### src/rtl/seg_pkg.sv
// Shared constants for the seven-segment scan driver: active-low segment
// patterns {g,f,e,d,c,b,a} and the scan FSM state encoding.
package seg_pkg;

  localparam logic [6:0] SEG_0   = 7'h40;
  localparam logic [6:0] SEG_1   = 7'h79;
  localparam logic [6:0] SEG_2   = 7'h24;
  localparam logic [6:0] SEG_3   = 7'h30;
  localparam logic [6:0] SEG_4   = 7'h19;
  localparam logic [6:0] SEG_5   = 7'h12;
  localparam logic [6:0] SEG_6   = 7'h02;
  localparam logic [6:0] SEG_7   = 7'h78;
  localparam logic [6:0] SEG_8   = 7'h00;
  localparam logic [6:0] SEG_9   = 7'h10;
  localparam logic [6:0] SEG_A   = 7'h08;
  localparam logic [6:0] SEG_B   = 7'h03;
  localparam logic [6:0] SEG_C   = 7'h46;
  localparam logic [6:0] SEG_D   = 7'h21;
  localparam logic [6:0] SEG_E   = 7'h06;
  localparam logic [6:0] SEG_F   = 7'h0E;
  localparam logic [6:0] SEG_OFF = 7'h7F;

  typedef enum logic [1:0] {
    S_RST   = 2'd0,
    S_BLANK = 2'd1,
    S_DRIVE = 2'd2
  } scan_state_t;

endpackage

### src/rtl/seg_scan_drv_hex_dec.sv
// Combinational hex nibble to active-low seven-segment pattern decoder.
module seg_hex_dec
  import seg_pkg::*;
(
  input  logic [3:0] nib,
  output logic [6:0] seg
);

  always_comb begin
    seg = SEG_OFF;
    case (nib)
      4'h0: seg = SEG_0;
      4'h1: seg = SEG_1;
      4'h2: seg = SEG_2;
      4'h3: seg = SEG_3;
      4'h4: seg = SEG_4;
      4'h5: seg = SEG_5;
      4'h6: seg = SEG_6;
      4'h7: seg = SEG_7;
      4'h8: seg = SEG_8;
      4'h9: seg = SEG_9;
      4'hA: seg = SEG_A;
      4'hB: seg = SEG_B;
      4'hC: seg = SEG_C;
      4'hD: seg = SEG_D;
      4'hE: seg = SEG_E;
      4'hF: seg = SEG_F;
      default: seg = SEG_OFF;
    endcase
  end

endmodule

### src/rtl/seg_scan_drv.sv
// 8-digit multiplexed seven-segment driver with per-slot dead time and
// frame-synchronous display update. SEG_LZ_BLANK_EN enables leading-zero blanking.
//
// state   | meaning
// S_RST   | held by rst; outputs idle
// S_BLANK | all anodes off, seg/dp preloaded for dig_idx
// S_DRIVE | anode dig_idx on until the slot ends
module seg_scan_drv
  import seg_pkg::*;
#(
  parameter int SCAN_DIV  = 100000,
  parameter int BLANK_CYC = 16
) (
  input  logic        clk,
  input  logic        rst,
  input  logic [31:0] data,
  input  logic        data_vld,
  input  logic [7:0]  dp_in,
  output logic [7:0]  an,
  output logic [6:0]  seg,
  output logic        dp,
  output logic        frame_done
);

  localparam int PRE_W = $clog2(SCAN_DIV);
  localparam int BLK_W = (BLANK_CYC > 1) ? $clog2(BLANK_CYC) : 1;
  localparam logic [PRE_W-1:0] PRE_LAST = PRE_W'(SCAN_DIV - 1);
  localparam logic [BLK_W-1:0] BLK_LOAD = BLK_W'(BLANK_CYC - 1);

  scan_state_t      state, state_nxt;
  logic [PRE_W-1:0] pre_cnt;
  logic [BLK_W-1:0] blank_cnt;
  logic [2:0]       dig_idx;
  logic [39:0]      shadow, disp;
  logic             pend;
  logic             slot_tick, frame_wrap, lz_hide;
  logic [7:0]       an_nxt;
  logic [7:0]       disp_dp;
  logic [3:0]       nib;
  logic [6:0]       seg_dec;

  // The prescaler stays parked while in S_RST so the first slot is full length.
  assign slot_tick  = (state != S_RST) && (pre_cnt == PRE_LAST);
  assign frame_wrap = slot_tick && (dig_idx == 3'd7);
  assign disp_dp    = disp[39:32];
  assign nib        = disp[{dig_idx, 2'b00} +: 4];

`ifdef SEG_LZ_BLANK_EN
  // A lit decimal point at or above digit k counts as significant.
  always_comb begin
    lz_hide = (dig_idx != 3'd0)
           && ((disp[31:0] >> {dig_idx, 2'b00}) == 32'd0)
           && ((disp_dp >> dig_idx) == 8'd0);
  end
`else
  assign lz_hide = 1'b0;
`endif

  seg_hex_dec u_hex_dec (
    .nib (nib),
    .seg (seg_dec)
  );

  always_ff @(posedge clk or posedge rst) begin
    if (rst) state <= S_RST;
    else     state <= state_nxt;
  end

  always_comb begin
    state_nxt = state;
    an_nxt    = 8'hFF;
    case (state)
      S_RST:   state_nxt = S_BLANK;
      S_BLANK: if (blank_cnt == '0) state_nxt = S_DRIVE;
      S_DRIVE: begin
        if (!lz_hide) an_nxt = ~(8'h01 << dig_idx);
        if (slot_tick) state_nxt = S_BLANK;
      end
      default: state_nxt = S_RST;
    endcase
  end

  always_ff @(posedge clk or posedge rst) begin
    if (rst) begin
      pre_cnt   <= '0;
      blank_cnt <= '0;
      dig_idx   <= 3'd0;
    end else begin
      if (state == S_RST || slot_tick) pre_cnt <= '0;
      else                             pre_cnt <= pre_cnt + 1'b1;
      if (state != S_BLANK)            blank_cnt <= BLK_LOAD;
      else if (blank_cnt != '0)        blank_cnt <= blank_cnt - 1'b1;
      if (slot_tick)                   dig_idx <= dig_idx + 3'd1;
    end
  end

  // A strobe coinciding with the wrap re-arms pend, so it lands one frame later.
  always_ff @(posedge clk or posedge rst) begin
    if (rst) begin
      shadow <= '0;
      disp   <= '0;
      pend   <= 1'b0;
    end else begin
      if (data_vld)          shadow <= {dp_in, data};
      if (frame_wrap && pend) disp  <= shadow;
      if (data_vld)          pend   <= 1'b1;
      else if (frame_wrap)   pend   <= 1'b0;
    end
  end

  always_ff @(posedge clk or posedge rst) begin
    if (rst) begin
      an         <= 8'hFF;
      seg        <= SEG_OFF;
      dp         <= 1'b1;
      frame_done <= 1'b0;
    end else begin
      an         <= an_nxt;
      seg        <= (state == S_RST) ? SEG_OFF : seg_dec;
      dp         <= (state == S_RST) ? 1'b1 : ~disp_dp[dig_idx];
      frame_done <= frame_wrap;
    end
  end

endmodule

### config.mk
export PLATFORM = sky130hd
export DESIGN_NAME = seg_scan_drv
export DESIGN_NICKNAME = d
export VERILOG_FILES = /design/src/rtl/seg_pkg.sv /design/src/rtl/seg_scan_drv_hex_dec.sv /design/src/rtl/seg_scan_drv.sv
export SDC_FILE = /design/constraint.sdc
export NUM_CORES = 1
export LEC_CHECK = 0
export CELL_PAD_IN_SITES_DETAIL_PLACEMENT = 2
export CELL_PAD_IN_SITES_GLOBAL_PLACEMENT = 2
export CORE_ASPECT_RATIO = 1.5
export CORE_MARGIN = 2
export CORE_UTILIZATION = 39
export CTS_CLUSTER_DIAMETER = 200
export DETAILED_ROUTE_END_ITERATION = 16
export PLACE_DENSITY_LB_ADDON = 0.1
export SKIP_LAST_GASP = 1
export SLEW_MARGIN = 15
export SYNTH_ARGS = -nofsm -noshare
export SYNTH_HDL_FRONTEND = slang
export SYNTH_SLANG_ARGS = --single-unit
### constraint.sdc
create_clock -name clk -period 6.39 [get_ports clk]
set_clock_uncertainty 0.05 [all_clocks]
set_input_delay 1.5975 -clock clk [delete_from_list [all_inputs] [get_ports clk]]
set_output_delay 1.5975 -clock clk [all_outputs]
set_load 0.1 [all_outputs]
* Word-level counts from Yosys, hierarchy flattened *
Memories as Yosys holds them, arrays and structs flattened.
Index checks and enable logic that the tools add are counted.
Widths: inputs -> output; s select.

word-level totals
  flip-flop bits (word level) = 124
  bits in latches = 0
  RAM bits = 0
  bits in read-only memories = 112
  output and inout bits = 17
  word-level logic and storage cells = 51
  memories = 1

memory list
  name              words  width  read ports  clocked after Yosys merged registers in  wr ports  line                        RTL
  (name not given)  16     7      1           0                                        0         seg_scan_drv_hex_dec.sv:11  case (nib)

cells by class
  $add $sub $neg = 3
  multiply operators = 0
  div/mod/pow operators = 0
  magnitude comparators = 1
  equality and inequality tests = 7
  shift-type cells = 2
  mux-type cells = 13
  bitwise logic cells = 2
  reduce and logical (&&, ||, !) cells = 11

operators by type and width
  kind                   number
  $shiftx 40x6->4        1
  $add 17x1->17 const B  1
  $eq 17x17->1 const B   1
  $mux 17                1
  $mux 4                 2
  $mux 8                 1
  $not 8->8              1
  $shl 1x3->8 const A    1
  $mux 7                 1
  $pmux 2 s3             1
  $reduce_bool 2->1      3
  $logic_not 4->1        1
  $lt 3x4->1 const B     1
  $mux 1                 4
  $mux 2                 2
  $ne 2x2->1 const B     2
  $reduce_bool 4->1      1
  $sub 4x1->4 const B    1
  $add 3x1->3 const B    1
  $bmux 1 s3             1
  $eq 3x3->1 const B     1
  $logic_and 1x1->1      3
  $eq 2x1->1 const B     1
  $eq 2x2->1 const B     1
  other kinds (5)        5

* Depth between registers and ports, before layout *
  depth in word-level cells = 5
  depth in mapped cells = 9

* Modules after synthesis *
A second synthesis with hierarchy kept.

second synthesis, totals
  cells, all modules = 402
  area, all modules = 5497.8 um^2

by module, submodules not included
  module        instances  cells each  area each (um^2)  sequential area each (um^2)
  seg_scan_drv  1          371         5236.3            3123.0
  seg_hex_dec   1          31          261.5             0.0

* Worst setup path before layout *
No wires, ideal clock.

  path type = input -> register
  start point = in data_vld
  end point = reg shadow[10]
  setup time = 0.125 ns
  arrival = 2.462 ns
  required time = 6.215 ns
  path slack = 3.753 ns
  cell stages on the path = 3
  buffers on the path = 2
  cells stage by stage = clkbuf_1 -> clkbuf_1 -> mux2_2

RTL lines
  what                    line                 RTL
  start: declaration      seg_scan_drv.sv:17   input logic data_vld,
  end signal: assignment  seg_scan_drv.sv:104  if (data_vld) shadow <= {dp_in, data};
  end: declaration        seg_scan_drv.sv:34   logic [39:0] shadow, disp;

No word-level cell between the ends.

* Final worst setup path *
  start point = reg an[6]
  end point = out an[6]

RTL lines
  what                      line                 RTL
  start: declaration        seg_scan_drv.sv:19   output logic [7:0] an,
  start signal: assignment  seg_scan_drv.sv:118  an <= an_nxt;

No word-level cell between the ends.

==> run metrics <==
DRC=0; count leader, synth=dfrtp_1; crit path cell chain=clkdlybuf4s50_1; nets=517; layout cells sized above 1=30.8%; sum of negative setup slack=0 ns; Worst setup SP type=flip-flop; Chip Width=101 um; clock latency on the worst-skew pair=0.41 ns; clock root cell=clkbuf_16; dominant synthesized flop cell=dfrtp_1; Boundary Pins=60; cells resized by post-CTS repair=0; CTS tree=built; grt total ovfl=0; Initial Util=39.4%; GRT Total Usage=17.9%; Placed Cells=606; Setup violations, final=0; fill count=1325; Synth area leaders=dfrtp_1 49%, mux2_2 16%, dfstp_2 7.7%; Yosys top cell area share=49.5%; vias in the first global route=3835; Hold Path Class=reg2reg; Vias=3339; Core Region=13900 um2; cell area after synthesis=5460 um2; delay-heaviest family, CP=buffers and inverters; Syn Inst Count=396; initial antenna violation count=0; first-pass GRT wire length=20.3 mm; Post-CTS Setup Inserts=0; final hold vios=0; relative slew slack=33.1%; synthesized flop and latch total=124; P per Cell Area=281 nW/um2; Max rail drop VDD=0.164 mV; I/O Buffers=59; RSZ-0062 raised after global routing=no; worst r2r src=dig_idx[2]$_DFFE_PP0P_; worst setup path startpoint=an[6]$_DFF_PP1_; Syn Area/Cell=13.8 um2; Num CTS Buffers=17; Clock Path Buffers=2; largest net degree at the start of global routing=82; Final Cycle Share=58.0%; FF-to-FF End=seg[2]$_DFF_PP1_; minimum clock period=3.70 ns; hold endpoint=pre_cnt[0]$_DFF_PP0_; critical setup path kind=reg2out; first-pass detailed-route iteration total=4; CP max stage delay=1.13 ns; register area=3120 um2; Synth warnings=0; crit end category=primary output; Die H=149 um; min-delay src=pre_cnt[0]$_DFF_PP0_; Max Transition Viols Final=0; Non-Filler Instances=639; drt wl/cell=19.0 um; Worst Reg-to-Reg Cells=6; Fin Hold WS=0.432 ns; Max Cap Violations=0; Slowest-stage cell, CP=clkdlybuf4s50_1; DP Wirelength=8.07 mm; Die ar.=15000 um2; Rows=53; Worst Tran Pin Value=1.00 ns; post-route ant nets=0; Crit Path Max Fanout=1; ys async rst share=100%; commonest cells in the netlist=108 x dfrtp_1, 79 x mux2_2, 27 x nand2_1; worst setup margin=2.69 ns; Netlist cell types=52; biggest area consumer among synthesized cells=dfrtp_1; status=complete, no violations; clock-pin slew on the worst setup and hold paths=0.06 ns; Post-Place Worst Slack=2.88 ns; R2R setup slack=3.28 ns; H-tree depth=4; Syn Nets=452; drt total wl=12.1 mm; cts-stage hold buffer count=0; Worst EP arrival=2.06 ns; Crit path buffers/inverters=1; P_leak=0.00304 uW; clock sinks=124; hold depth=1; multi-input gate area in the final layout=2180 um2; Via density=5.23; diodes inserted=0; initial DRC count=113; register area share after synthesis=57.2%; Post-synth EDFFs=0; Synth-to-Final Area Change=24.5%; Worst EP required=4.74 ns; fmax=270 MHz; routability cong.=0.738
==> metal layers <==
layer,up-vias,track usage [%],part of all wire (%)
met5,-,0,0
met4,0,6.71,1.8
met3,17,3.89,2.4
met2,55,32.9,57
met1,1746,19.9,39
li1,1521,-,-
==> stage by stage <==
step	power (uW)	utilization, %	area (um2)
floorplan	875	-	5460
global placement	914	44.3	6150
detailed placement	917	44.3	6150
CTS	1940	48.8	6770
global route	1980	49.0	6800
finish	1910	49.0	6800
==> registers in the layout (all words and copies together) (netlist names) <==
signal      count
an              8
blank_cnt       4
dig_idx         3
disp           40
dp              1
frame_done      1
pend            1
pre_cnt        17
seg             7
shadow         40
state           2
==> worst max-delay path by stage <==
stage | endpoint | slack (ns) | depth (start not counted)
5_1_grt | an[5] | 2.64 | 1
3_5_place_dp | frame_done$_DFF_PP0_ | 2.88 | 3
2_1_floorplan | blank_cnt[0]$_DFFE_PP0P_ | 1.47 | 1
3_3_place_gp | disp[3]$_DFFE_PP0P_ | 2.91 | 3
6_report | an[6] | 2.69 | 1
4_1_cts | an[5] | 2.65 | 1
==> placed cells by master, fill, tap and decap left out, types with 2 or more instances in the layout <==
cell type / n
dfrtp_1: 108
mux2_2: 79
buf_4: 2
and4_1: 3
mux4_1: 4
dfstp_2: 16
mux4_2: 4
ha_1: 13
nand4_1: 3
inv_1: 9
o221ai_1: 2
a21oi_1: 2
xnor2_1: 9
xor2_1: 8
o21ai_1: 2
and3_1: 5
a31oi_1: 2
nor2b_1: 4
nand3_1: 11
and2_1: 3
clkdlybuf4s50_1: 58
nor2_1: 23
nand2_1: 27
clkinvlp_4: 4
bufinv_16: 4
clkbuf_16: 17
nor3_1: 3
mux2i_1: 8
nor3b_1: 2
mux2_1: 2
inv_6: 2
o21ai_0: 7
clkinv_2: 4
==> layout make-up <==
type | instances | share of cell area (%)
Inverter | 10 | 0.589
Multi-Input combinational cell | 246 | 32.0
Sequential cell | 124 | 46.0
Timing Repair Buffer | 62 | 9.24
Clock buffer | 17 | 6.26
Tap cell | 165 | 3.04
Clock inverter | 15 | 2.89
==> power breakdown <==
part / internal (uW) / total [uW] / switching (uW)
Sequential: 812 / 826 / 14.4
Clock: 652 / 1010 / 356
Combinational: 45.1 / 75.3 / 30.2
==> cells by family (layout without fill, tap and decap cells) <==
logic type	Yosys count	after routing	share of synthesized area (%)
simple gates	92	92	8.46
flops	124	124	57.2
buf+inv	26	104	2.96
xor+xnor	17	17	2.73
compound gates	25	25	3.28
fa+ha+maj	13	13	2.98
mux	99	99	22.4
(Power assumes the default switching activity.)
